[src/rtl/pipeline_sched.sv]
// Stall/flush scheduler for the 5-stage RV32 pipeline: merges hazard requests into per-stage enables.
// Optional macro PIPE_PERF_CNT_EN adds stall/redirect performance counters.
module pipeline_sched #(
  parameter int MEM_TO_CYCLES = 64,
  parameter int TO_W          = 7,
  parameter int PERF_W        = 32
) (
  input  logic              clk,
  input  logic              rst_n,
  input  logic              ld_hazD,
  input  logic              br_takenE,
  input  logic              mdu_startE,
  input  logic              mdu_done,
  input  logic              dmem_reqM,
  input  logic              dmem_ack,
  output logic              stallF,
  output logic              stallD,
  output logic              stallE,
  output logic              stallM,
  output logic              flushD,
  output logic              flushE,
  output logic              flushM,
  output logic              flushW,
  output logic              pc_redirect,
  output logic              mem_err,
  output logic [PERF_W-1:0] stall_cnt,
  output logic [PERF_W-1:0] flush_cnt
);

  typedef enum logic [1:0] {RUN, MDU_WAIT, MEM_WAIT} state_t;

  localparam logic [TO_W-1:0] TO_LAST = TO_W'(MEM_TO_CYCLES - 2);
  localparam logic [TO_W-1:0] TO_MAX  = TO_W'(MEM_TO_CYCLES - 1);

  state_t          r_state;
  state_t          w_state_next;
  logic [TO_W-1:0] r_to_cnt;
  logic            r_mem_err;
  logic            w_memw;
  logic            w_mem_stall;
  logic            w_mduw;
  logic            w_to_hit;

  // The still-asserted request of an aborted access must not re-arm the wait in the abort cycle.
  always_comb begin
    w_memw      = dmem_reqM & ~dmem_ack & ~r_mem_err;
    w_mem_stall = w_memw | ((r_state == MEM_WAIT) & ~dmem_ack);
    w_mduw      = ((r_state == MDU_WAIT) | mdu_startE) & ~mdu_done;
    w_to_hit    = (r_state == MEM_WAIT) & ~dmem_ack & (r_to_cnt == TO_LAST);
  end

  always_comb begin
    stallF      = 1'b0;
    stallD      = 1'b0;
    stallE      = 1'b0;
    stallM      = 1'b0;
    flushD      = 1'b0;
    flushE      = 1'b0;
    flushM      = 1'b0;
    flushW      = 1'b0;
    pc_redirect = 1'b0;
    if (!rst_n) begin
      flushD = 1'b1;
      flushE = 1'b1;
      flushM = 1'b1;
      flushW = 1'b1;
    end else if (w_mem_stall) begin
      stallF = 1'b1;
      stallD = 1'b1;
      stallE = 1'b1;
      stallM = 1'b1;
      flushW = 1'b1;
    end else begin
      if (w_mduw) begin
        stallF = 1'b1;
        stallD = 1'b1;
        stallE = 1'b1;
        flushM = 1'b1;
      end else if (br_takenE) begin
        pc_redirect = 1'b1;
        flushD      = 1'b1;
        flushE      = 1'b1;
      end else if (ld_hazD) begin
        stallF = 1'b1;
        stallD = 1'b1;
        flushE = 1'b1;
      end
      // Aborted access leaves MEM this cycle; keep it from writing back.
      if (r_mem_err) flushW = 1'b1;
    end
  end

  always_comb begin
    w_state_next = r_state;
    case (r_state)
      RUN: begin
        if (w_memw)                       w_state_next = MEM_WAIT;
        else if (mdu_startE && !mdu_done) w_state_next = MDU_WAIT;
      end
      MDU_WAIT: begin
        if (w_memw)        w_state_next = MEM_WAIT;
        else if (mdu_done) w_state_next = RUN;
      end
      MEM_WAIT: begin
        if (dmem_ack || w_to_hit) w_state_next = RUN;
      end
      default: w_state_next = RUN;
    endcase
  end

  always_ff @(posedge clk) begin
    if (!rst_n) begin
      r_state   <= RUN;
      r_to_cnt  <= '0;
      r_mem_err <= 1'b0;
    end else begin
      r_state   <= w_state_next;
      r_mem_err <= w_to_hit;
      if (r_state == MEM_WAIT && w_state_next == MEM_WAIT)
        r_to_cnt <= (r_to_cnt == TO_MAX) ? r_to_cnt : r_to_cnt + 1'b1;
      else
        r_to_cnt <= '0;
    end
  end

  assign mem_err = r_mem_err;

`ifdef PIPE_PERF_CNT_EN
  logic [PERF_W-1:0] r_stall_cnt;
  logic [PERF_W-1:0] r_flush_cnt;

  always_ff @(posedge clk) begin
    if (!rst_n) begin
      r_stall_cnt <= '0;
      r_flush_cnt <= '0;
    end else begin
      if (stallF)      r_stall_cnt <= r_stall_cnt + 1'b1;
      if (pc_redirect) r_flush_cnt <= r_flush_cnt + 1'b1;
    end
  end

  assign stall_cnt = r_stall_cnt;
  assign flush_cnt = r_flush_cnt;
`else
  assign stall_cnt = '0;
  assign flush_cnt = '0;
`endif

endmodule
[config.mk]
export PLATFORM = sky130hd
export DESIGN_NAME = pipeline_sched
export DESIGN_NICKNAME = d
export VERILOG_FILES = /design/src/rtl/pipeline_sched.sv
export SDC_FILE = /design/constraint.sdc
export NUM_CORES = 1
export LEC_CHECK = 0
export BUFFER_PORTS_ARGS = -buffer_cell sky130_fd_sc_hd__buf_4
export CELL_PAD_IN_SITES_DETAIL_PLACEMENT = 1
export CELL_PAD_IN_SITES_GLOBAL_PLACEMENT = 1
export CORE_ASPECT_RATIO = 2
export CORE_MARGIN = 3
export CORE_UTILIZATION = 29
export DETAILED_ROUTE_END_ITERATION = 7
export PLACE_DENSITY_LB_ADDON = 0.25
export SLEW_MARGIN = 20
export SYNTH_ARGS = -nofsm -noshare
export SYNTH_HDL_FRONTEND = slang
export SYNTH_SLANG_ARGS = --single-unit
[constraint.sdc]
create_clock -name clk -period 2 [get_ports clk]
set_input_delay 0.1 -clock clk [delete_from_list [all_inputs] [get_ports clk]]
set_output_delay 0.1 -clock clk [all_outputs]
set_load 0.01 [all_outputs]
* Yosys cells after proc, flatten, opt, wreduce, memory -nomap -nowiden
Cells that the tools add are included.
** Operators by class
- Add/subtract/negate cells :: 1
- Reduce and logical (&&, ||, !) cells :: 6
- Bitwise logic cells :: 10
- Equality and inequality tests :: 5
- Mux-type cells :: 30
** Operators with widths (number)
- $mux 1 :: 24
- $eq 7x6->1 const B :: 2
- $mux 2 :: 5
- $add 7x1->7 const B :: 1
- $pmux 2 s3 :: 1
- $and 1x1->1 :: 5
- $eq 2x2->1 const B :: 2
- $not 1->1 :: 3
- $eq 2x1->1 const B :: 1
- $logic_and 1x1->1 :: 2
- $logic_not 2->1 :: 1
- $or 1x1->1 :: 2
- $reduce_and 2->1 :: 1
- $logic_not 1->1 :: 1
- $logic_or 1x1->1 :: 1
** Word-level totals
- Output and inout bits :: 74
- Bits in registers :: 10
- Logic and storage cells :: 55
- Input bits :: 8

* Longest topological paths before layout
Gate-level depths: netlist of the first run.
- Depth in word-level cells :: 9
- Gate-level depth with buffers :: 5
- Gate-level depth less buffers :: 5

* Worst setup path before layout of the first run
No wires, ideal clock.
- Path type :: reg2reg
- Start point :: register r_to_cnt[0]
- End point :: register r_to_cnt[3]
- Buffers on the path :: 1
- Stages on the path, launching flop included :: 6
- Required time :: 1.928 ns
- Setup time :: 0.072 ns
- Arrival time :: 1.193 ns
- Path slack :: 0.735 ns
- Path through :: dfxtp_1 > ha_1 > and4_1 > buf_4 > a21oi_2 > mux2i_1
** On the way
- Cells in the longest elaborated chain, start to end :: 8
- Elaborated cells on any way between the ends :: 10
- Those cells by class :: 1 x add/sub; 3 x eq/ne; 2 x mux; 1 x bitwise; 3 x reduce/logical
** RTL lines
- start, declared :: line 37 : logic [TO_W-1:0] r_to_cnt;
- start signal, assigned :: line 120 : r_to_cnt <= (r_to_cnt == TO_MAX) ? r_to_cnt : r_to_cnt + 1'b1;
- $eq 7x6->1 :: line 49 : w_to_hit = (r_state == MEM_WAIT) & ~dmem_ack & (r_to_cnt == TO_LAST);
- $and 1x1->1 :: line 49
- $logic_or 1x1->1 :: line 105 : if (dmem_ack || w_to_hit) w_state_next = RUN;
- $mux 2 :: line 105
- $pmux 2 s3 :: line 95 : case (r_state)
- $eq 2x2->1 :: line 119 : if (r_state == MEM_WAIT && w_state_next == MEM_WAIT)
- $logic_and 1x1->1 :: line 119
- $reduce_and 2->1 (no source line)
Several ways; a longest one is shown, not always the timed one.
A chain may end at the register's enable or synchronous reset.

* Worst setup path in the final report of the first run
- Start point :: register r_state[1]
- End point :: output stallF
** On the way
- Cells in the longest elaborated chain, start to end :: 6
- Elaborated cells on any way between the ends :: 9
- Those cells by class :: 2 x eq/ne; 3 x mux; 4 x bitwise
** RTL lines
- start, declared :: line 35 : state_t r_state;
- start signal, assigned :: line 117 : r_state <= w_state_next;
- $eq 2x1->1 :: line 48 : w_mduw = ((r_state == MDU_WAIT) | mdu_startE) & ~mdu_done;
- $or 1x1->1 :: line 48
- $and 1x1->1 :: line 48
- $mux 1 :: line 74 : if (w_mduw) begin
- $mux 1 * :: line 67 : end else if (w_mem_stall) begin
- $mux 1 * :: line 62 : if (!rst_n) begin
- end, declared :: line 16 : output logic stallF,
Every way passes the cells marked *; elsewhere a longest branch is shown, timed or not.

==> results of run 1 <==
## state kept, by name (all words and copies together), names as in the netlist
signal and cells:
r_to_cnt 7, r_state 2, mem_err 1
## cell type report
type | count | area, um^2
fillers | 470 | 2574
multi-input cells | 120 | 651.9
flip-flops and latches | 10 | 200.2
repair buffers | 17 | 127.6
well taps | 49 | 61.31
clock buffers | 4 | 55.05
inverters | 4 | 15.01
## per-stage QoR
step / setup slack [ns] / power [mW] / util, % / area, um^2
6_report: 0.4239 / 0.5896 / 30.15 / 1111
5_1_grt: 0.3276 / 0.6195 / 30.15 / 1111
4_1_cts: 0.3932 / 0.5939 / 30.15 / 1111
3_5_place_dp: 0.5813 / 0.3350 / 28.66 / 1056
3_3_place_gp: 0.6768 / 0.3335 / 28.66 / 1056
2_1_floorplan: 0.7355 / 0.3896 / - / 1370
## synth_stat cells (all sizes together)
library cell	count
and4bb	1
o211ai	2
inv	4
and4	1
buf	67
nand2b	5
dfxtp	10
and2b	1
mux2i	1
ha	2
nor3b	2
nand3	4
nor4	1
conb	1
a21o	1
o31ai	3
nand3b	1
o21ba	1
a211oi	3
nand2	3
o221ai	1
nor3	1
o21a	1
nor2	5
a21oi	7
and2	2
o21ai	1
nor2b	1
a31oi	2
or3	2
o31a	1
## metal layers
metal / wire length, um / part of all wire, % / up-vias / global-route usage [%]
met5: 0 / 0 / - / 0
met4: 45 / 1.9 / 0 / 6.236
met3: 163 / 7.0 / 4 / 1.106
met2: 1407 / 61 / 45 / 19.98
met1: 703 / 30 / 352 / 8.245
li1: - / - / 367 / -
## cell families after synthesis
family	share of synthesized area, %
adder cells (fa/ha/maj)	2.207
multiplexers	0.8830
flip-flops	17.66
other	0.3308
AND/OR/NAND/NOR	17.44
buffers and inverters	45.69
AO/OA/AOI/OAI	15.78
## worst reg2reg max path, cell delays in order, from the launching register on
cell and delay [ns]:
dfxtp_1 0.39, ha_1 0.27, and4_1 0.39, nand3_1 0.11, nor3b_2 0.16
## worst paths after layout
kind | from | depth (start not counted) | to
setup / recovery | r_state[1] | 4 | stallF
hold / removal | mdu_done | 4 | r_state[0]
setup reg to reg | r_to_cnt[1] | 4 | r_to_cnt[0]
hold reg to reg | r_to_cnt[6] | 2 | r_to_cnt[6]
## power groups by stage
| stage | registers, mW | logic (mW) | clock network (mW) |
|---|---|---|---|
| after floorplan | 0.208 | 0.181 | 0 |
| after global placement | 0.209 | 0.125 | 0 |
| after detailed placement | 0.209 | 0.126 | 0 |
| after CTS | 0.205 | 0.126 | 0.263 |
| after global routing | 0.205 | 0.144 | 0.270 |
| final | 0.205 | 0.130 | 0.255 |
==> results.json, run 1 <==
{
  "drt_iter0_markers": 17,
  "detail_route.wirelength_um": 2319,
  "post-route-drc-count": 0,
  "num_antenna_cells": 0,
  "setup_viol": 0,
  "cts_max_level": 1,
  "globalRoute.totalOverflow": 0,
  "first_global_vias": 719,
  "pwr-share-seq_pct": 34.8,
  "syn_avg_cell_area_um2": 8.214,
  "crit_type": "reg2out",
  "worst_setup_path_start_kind": "register",
  "max_freq_mhz": 634.5,
  "period_needed_ns": 1.576,
  "synth_area_leaders": "buf_4 (44%), dfxtp_1 (18%), nand2b_1 (2.8%)",
  "hold_path.class": "in2reg",
  "data_arrival_time_at_the_worst_slack_endpoint_ns": 1.48,
  "initial_core_utilization_pct": 30.76,
  "grt_start_max_net_pins": 9,
  "portBuffers": 17,
  "cts_num_sinks": 10,
  "critPathTopFamily": "compound AO/OA/AOI/OAI gates",
  "worst_path_cell_trace": "nand2b_1 -> a21oi_1 -> o31a_1 -> buf_4",
  "die_width_um": 50.21,
  "cp_max_fo": 6,
  "globalplace.congestion": 0.7879,
  "mostFrequentLayoutCell": "conb_1",
  "yosysTopAreaCell": "buf_4",
  "timing_max_transition_violations_final": 0,
  "power.clock.fraction_pct": 43.2,
  "final_antenna_violating_net_count": 0,
  "grt_util_all_layers_pct": 9.746,
  "yosysTopAreaCellShare_pct": 44.37,
  "hpwl_um": 2016,
  "post-route-period-util_pct": 78.80,
  "ff2ff_setup_slack_ns": 0.57,
  "combinationalPowerShare_pct": 22.0,
  "antenna_found_initial": 0,
  "post_cts_hold_buffer_count": 0,
  "grt_setup_unrepaired": "false",
  "design.die.area_um2": 4741,
  "yosysWarnings": 0,
  "placed_cells": 200,
  "chipHeight_um": 94.42,
  "timing.critical_path.slowest_stage_cell": "a21oi_1",
  "top_level_ports": 82,
  "cap_violations": 0,
  "netlist_instances": 138,
  "fin_skew_ns": 0.006741,
  "critical_path.n_buffers_inverters": 1,
  "finalSetupTns_ns": 0,
  "max-vdd-ir-drop_mv": 0.2268,
  "clk_pin_slew_worst_paths_ns": 0.05,
  "cts_tree": "yes",
  "post_cts_resize_count": 0,
  "clock_latency_ns": 0.24,
  "drt_pre_antenna_iters": 4,
  "post_route_cells_drive_above_1_share_pct": 19.35,
  "coreArea_um2": 3685,
  "vias_per_cell": 3.765,
  "critPathCaptureType": "output pin",
  "total_leakage_power_nw": 0.5269,
  "crit_required_ns": 1.90,
  "clockBufferDepth": 2,
  "synth_cell_type_count": 35,
  "synth.cell_area_um2": 1134,
  "power.share.switching_pct": 29.93,
  "finalNetCount": 166,
  "power.switching_mw": 0.1764,
  "cts_root_buf": "clkbuf_8",
  "row_count": 31,
  "pwr_density_cell_nw_per_um2": 530.6,
  "grt_pass1_wl_um": 3560,
  "critPathMaxStageDelay_ns": 0.38,
  "ys_ff_latch": 10,
  "finalHoldViolCount": 0,
  "clock_buffer_count_from_cts": 3,
  "cell_internal_pwr_mw": 0.4131,
  "status": "complete, no violations",
  "finish.cell_count_without_fillers": 204,
  "synth-seq-area-share_pct": 17.66,
  "dr_total_vias": 768,
  "layout-area-overhead-vs-synth_pct": -1.986,
  "wl_per_cell_um": 11.37,
  "postCtsSetupRepairBufs": 0,
  "final_cell_mix": "conb_1 (64), buf_4 (17), dfxtp_1 (10)",
  "holdWs_ns": 0.1429
}
Note: power is estimated with default switching activity, not from simulation.
==> run 2, diff against run 1 <==
Settings changed: ABC_AREA from default to 1, CORE_UTILIZATION 29 to 26.
Clock period 2 ns to 1.49 ns, I/O delays scaled along.
==> run 2 against run 1 <==
Against the previous run:
- die area increased by 8.1%
- cell area increased by 0.68%
- worst setup slack got worse by 0.28 ns
- clock skew decreased by 0.0038 ns
- hold slack got worse by 0.12 ns
- synthesized cell count increased by 14%
- critical path depth increased by 3
- first-iteration DRC count decreased by 65%
- power increased by 33%
- non-clock buffer count unchanged
- clock power increased by 31%
==> results.json, run 2 <==
{
  "status": "complete, no violations",
  "globalplace.congestion": 0.7993,
  "cts_root_buf": "clkbuf_8",
  "first_global_vias": 780,
  "critPathTopFamily": "flip-flops",
  "critPathMaxStageDelay_ns": 0.33,
  "drt_pre_antenna_iters": 2,
  "wl_per_cell_um": 9.939,
  "antenna_found_initial": 0,
  "finalPower_mw": 0.7855,
  "top_level_ports": 82,
  "timing.critical_path.slowest_stage_cell": "dfxtp_1",
  "vias_per_cell": 3.539,
  "grt_setup_unrepaired": "false",
  "final_antenna_violating_net_count": 0,
  "met3_usage_pct": 1.832,
  "cts_tree": "yes",
  "setup_viol": 0,
  "max_freq_mhz": 743.0,
  "timing_max_transition_violations_final": 0,
  "post_cts_hold_buffer_count": 0,
  "post_route_cells_drive_above_1_share_pct": 21.02,
  "gr-usage-met2_pct": 18.14,
  "final_cell_mix": "conb_1 (64), inv_1 (18), nand2_1 (17), buf_4 (17), dfxtp_1 (10)",
  "grt_start_max_net_pins": 8,
  "max-vdd-ir-drop_mv": 0.3986,
  "fin_skew_ns": 0.002985,
  "globalRoute.totalOverflow": 0,
  "chipHeight_um": 98.29,
  "design.die.area_um2": 5125,
  "hpwl_um": 2015,
  "crit_required_ns": 1.42,
  "post-route-drc-count": 0,
  "worst_setup_path_start_kind": "register",
  "finalHoldViolCount": 0,
  "cp_max_fo": 4,
  "num_antenna_cells": 0,
  "dr_total_vias": 807,
  "layout-area-overhead-vs-synth_pct": 1.017,
  "synth_edf_count": 0,
  "finalSetupTns_ns": 0,
  "die_width_um": 52.15,
  "grt_pass1_wl_um": 3581,
  "yosysWarnings": 0,
  "period_needed_ns": 1.346,
  "detail_route.wirelength_um": 2266,
  "synth_area_leaders": "buf_4 (44%), dfxtp_1 (18%), inv_1 (6.4%)",
  "critPathCaptureType": "output pin",
  "hold_path.class": "in2reg",
  "cts_num_sinks": 10,
  "combined_flip_flop_and_latch_cell_area_um2": 200.2,
  "coreArea_um2": 4088,
  "syn_avg_cell_area_um2": 7.053,
  "global_route.usage.met1_pct": 8.224,
  "pwr_density_cell_nw_per_um2": 702.3,
  "clockBufferDepth": 2,
  "drt_iter0_markers": 6,
  "yosysTopAreaCellShare_pct": 44.07,
  "num-fill-cells": 548,
  "worst_path_cell_trace": "inv_1 -> nand3_1 -> nand2_2 -> inv_2 -> nand2_1 -> o21ai_1 -> buf_4",
  "grt_util_all_layers_pct": 8.915,
  "ys_dominant_reg_cell": "dfxtp_1",
  "yosys.cell_count.top_type": "buf_4",
  "synth_cell_type_count": 22,
  "cap_violations": 0,
  "clk_pin_slew_worst_paths_ns": 0.05,
  "cts_max_level": 1,
  "top_usage_layer": "met2",
  "synthArstFlopShare_pct": 0,
  "data_arrival_time_at_the_worst_slack_endpoint_ns": 1.27,
  "crit_type": "reg2out",
  "utilization_pct": 27.36,
  "total_leakage_power_nw": 0.6166,
  "portBuffers": 17,
  "yosysTopAreaCell": "buf_4",
  "initial_core_utilization_pct": 27.09,
  "yosys-top-cells-count": "buf_4 (65), inv_1 (19), nand2_1 (19)",
  "mostFrequentLayoutCell": "conb_1",
  "post-route-period-util_pct": 90.33,
  "flip_flop_count_of_the_largest_register_all_copies_and_words_added": 7,
  "synth.cell_area_um2": 1107,
  "synth-seq-area-share_pct": 18.08,
  "largest_register": "r_to_cnt",
  "postCtsSetupRepairBufs": 0,
  "ys_ff_latch": 10,
  "multiInputGateArea_um2": 590.6,
  "post_cts_resize_count": 0,
  "finalNetCount": 187,
  "netlist_instances": 157,
  "critical_path.n_buffers_inverters": 3,
  "row_count": 33,
  "clock_buffer_count_from_cts": 3,
  "clock_latency_ns": 0.23
}
## run 2: cell count changes in the layout (fill, tap and decap cells not counted), sizes merged, moves of 3 or more
cell,before,now
nor2,5,10
o21ai,1,5
o31ai,3,0
inv,4,20
nand2b,5,0
nand3,4,8
a211oi,3,0
nand2,3,22
xnor2,0,3
nor3,1,4
## run 2: cells by family after synthesis
logic type	share of synthesized area, %
fa+ha+maj	2.260
buf+inv	51.30
compound gates	5.197
other cells	0.3387
flops	18.08
xor+xnor	2.373
simple gates	20.45
## run 2: power by group
| group | switching [mW] | leakage [nW] | internal [mW] |
|---|---|---|---|
| combinational | 0.129 | 0.507 | 0.0468 |
| sequential | 0.00270 | 0.0808 | 0.271 |
| clock | 0.103 | 0.0288 | 0.232 |
| total | 0.235 | 0.617 | 0.550 |
## run 2: routing by layer
layer	part of all wire (%)	routed length, um	vias to the layer above
met2	61	1391	50
met4	0	0	0
met3	8.7	198	0
met1	30	677	373
li1	-	-	384
met5	0	0	-
## run 2: final timing paths
check | slack, ns | cells after the start | start | to
setup / recovery | 0.14 | 7 | mem_err | flushD
hold / removal | 0.02 | 2 | mdu_done | r_state[0]
setup reg to reg | 0.20 | 7 | r_to_cnt[0] | r_to_cnt[6]
hold reg to reg | 0.51 | 2 | r_to_cnt[6] | r_to_cnt[6]
## run 2: per-stage QoR
step	worst slack, ns	area, um^2	cells	hold slack [ns]
finish	0.1441	1119	228	0.01871
global route	0.009909	1119	228	0.02259
CTS	0.03082	1104	228	0.01029
detailed placement	0.1742	1049	224	0.2622
global placement	0.2537	1049	224	0.2563
floorplan	0.3877	1344	220	0.1511
## run 2: layout make-up
class	instances	area share (%)
clock buffer	4	4.922
inverter	21	7.159
multi-input combinational	124	52.80
sequential	10	17.90
tap	52	5.817
timing repair buffer	17	11.41
==> run 3, diff against run 2 <==
Settings changed: ABC_AREA 1 to default, CORE_UTILIZATION 26 to 27, GPL_ROUTABILITY_DRIVEN from default to 1.
==> run 3 against run 2 <==
Against the previous run:
- final cell count fell by 9.2%
- maximum frequency down 5.7%
- register-to-register slack worse by 0.07 ns
- clock skew up 0.0013 ns
- die area fell by 1.3%
- power rose by 1.4%
- cell area is 1.7% higher
- highest routed layer is now met4
==> results.json, run 3 (synthesized netlist as in run 1, its figures left out) <==
{
  "status": "complete, no violations",
  "clock_latency_ns": 0.23,
  "pwr-share-seq_pct": 34.6,
  "largest_register": "r_to_cnt",
  "cts_root_buf": "clkbuf_8",
  "top_level_ports": 82,
  "worstSetupEndpoint": "stallD",
  "hpwl_um": 1907,
  "power.share.switching_pct": 30.11,
  "pwr_density_cell_nw_per_um2": 700.3,
  "final_cell_mix": "conb_1 (64), buf_4 (18), dfxtp_1 (9)",
  "globalplace.congestion": 0.7930,
  "power.clock.fraction_pct": 43.2,
  "crit_required_ns": 1.42,
  "multiInputGateArea_um2": 666.9,
  "combinationalPowerShare_pct": 22.3,
  "data_arrival_time_at_the_worst_slack_endpoint_ns": 1.35,
  "layout-area-overhead-vs-synth_pct": 0.3311,
  "cts_tree": "yes",
  "antenna_found_initial": 0,
  "die_width_um": 51.82,
  "postCtsSetupRepairBufs": 0,
  "design.die.area_um2": 5059,
  "drt_pre_antenna_iters": 3,
  "regToRegEndpoint": "r_to_cnt[0]",
  "total_leakage_power_nw": 0.5340,
  "dr_total_vias": 776,
  "fin_skew_ns": 0.004292,
  "period_needed_ns": 1.427,
  "post_cts_resize_count": 2,
  "critPathCaptureType": "output pin",
  "portBuffers": 17,
  "max-vdd-ir-drop_mv": 0.4109,
  "placed_area_um2": 1066,
  "flip_flop_count_of_the_largest_register_all_copies_and_words_added": 7,
  "initial_core_utilization_pct": 28.60,
  "post-route-cell-area_um2": 1137,
  "power.switching_mw": 0.2399,
  "chipHeight_um": 97.64,
  "ff2ff_setup_slack_ns": 0.13,
  "post_cts_hold_buffer_count": 0,
  "hold_path.class": "in2reg",
  "clock_buffer_count_from_cts": 3,
  "post-route-drc-count": 0,
  "clk_pin_slew_worst_paths_ns": 0.05,
  "mostFrequentLayoutCell": "conb_1",
  "num_antenna_cells": 0,
  "coreArea_um2": 3964,
  "finalNetCount": 167,
  "post-route-period-util_pct": 95.77,
  "cell_internal_pwr_mw": 0.5566,
  "first_global_vias": 749,
  "crit_type": "reg2out",
  "wl_per_cell_um": 10.77,
  "detail_route.wirelength_um": 2229,
  "worst_r2r_path_depth": 4,
  "max_freq_mhz": 700.8,
  "row_count": 32,
  "crit_path_start": "r_state[0]",
  "worst_setup_path_start_kind": "register",
  "timing.final.ws_setup_ns": 0.06299,
  "grt_util_all_layers_pct": 8.954,
  "globalRoute.totalOverflow": 0,
  "grt_start_max_net_pins": 9,
  "setup_viol": 0,
  "rr_startpoint": "r_to_cnt[0]",
  "place_ws_ns": 0.07963,
  "cp_max_fo": 8,
  "clockBufferDepth": 2,
  "cts_num_sinks": 10,
  "cap_violations": 0,
  "drt_iter0_markers": 3,
  "post_route_cells_drive_above_1_share_pct": 22.44,
  "grt_pass1_wl_um": 3615,
  "vias_per_cell": 3.749,
  "cts_max_level": 1,
  "num-fill-cells": 512,
  "finalHoldViolCount": 0,
  "final_antenna_violating_net_count": 0,
  "combined_flip_flop_and_latch_cell_area_um2": 201.4,
  "timing_max_transition_violations_final": 0
}
run 3: changes by cell type in the layout (fill, tap and decap cells not counted), moves of 4 or more:
cell / before / now
inv_1: 18 / 4
o21ai_0: 4 / 0
nand2_1: 17 / 3
nand2b_1: 0 / 4
nand2_2: 4 / 0
run 3: layer usage:
| layer | GRT usage [%] | part of all wire [%] | wire [um] | vias up |
|---|---|---|---|---|
| met2 | 18.17 | 58 | 1295 | 50 |
| met3 | 1.536 | 10 | 222 | 2 |
| met4 | 3.232 | 0.85 | 19 | 0 |
| met1 | 8.045 | 31 | 692 | 356 |
| met5 | 0 | 0 | 0 | - |
| li1 | - | - | - | 368 |
run 3: layout make-up:
cell class                      count  share of cell area, %
Sequential cell                    10                  17.71
Multi-Input combinational cell    120                  58.64
Timing Repair Buffer               18                  11.88
Inverter                            4                  1.320
Tap cell                           51                  5.611
Clock buffer                        4                  4.840
run 3: critical path, stage by stage (launching register included):
cell and delay, ns:
dfxtp_1 0.38, nand2b_1 0.17, a21oi_4 0.10, o31a_1 0.32
buf_4 0.15
run 3: metrics by stage:
| step | instances | TNS, ns | utilization [%] | hold slack [ns] | total power [mW] |
|---|---|---|---|---|---|
| after detailed placement | 203 | 0 | 26.89 | 0.3541 | 0.4487 |
| after CTS | 207 | 0 | 28.57 | 0.1107 | 0.8021 |
| after global placement | 203 | 0 | 26.89 | 0.3560 | 0.4474 |
| final | 207 | 0 | 28.69 | 0.1133 | 0.7965 |
| after global routing | 207 | -0.002859 | 28.69 | 0.1483 | 0.8333 |
| after floorplan | 201 | 0 | - | 0.2333 | 0.5230 |
run 3: worst min-delay path by stage:
stage	endpoint	slack (ns)	start	cells past startpoint
floorplan	r_state[0]	0.23	rst_n	2
global placement	r_state[0]	0.36	mdu_done	4
detailed placement	r_state[0]	0.35	mdu_done	4
CTS	r_state[0]	0.11	mdu_done	4
global route	r_state[0]	0.15	mdu_done	4
finish	r_state[0]	0.11	mdu_done	4
run 3: power groups by stage:
| stage | clock (mW) | combinational [mW] | sequential, mW |
|---|---|---|---|
| CTS | 0.355 | 0.172 | 0.275 |
| global placement | 0 | 0.167 | 0.280 |
| detailed placement | 0 | 0.168 | 0.281 |
| finish | 0.344 | 0.177 | 0.275 |
| floorplan | 0 | 0.244 | 0.279 |
| global route | 0.362 | 0.196 | 0.276 |
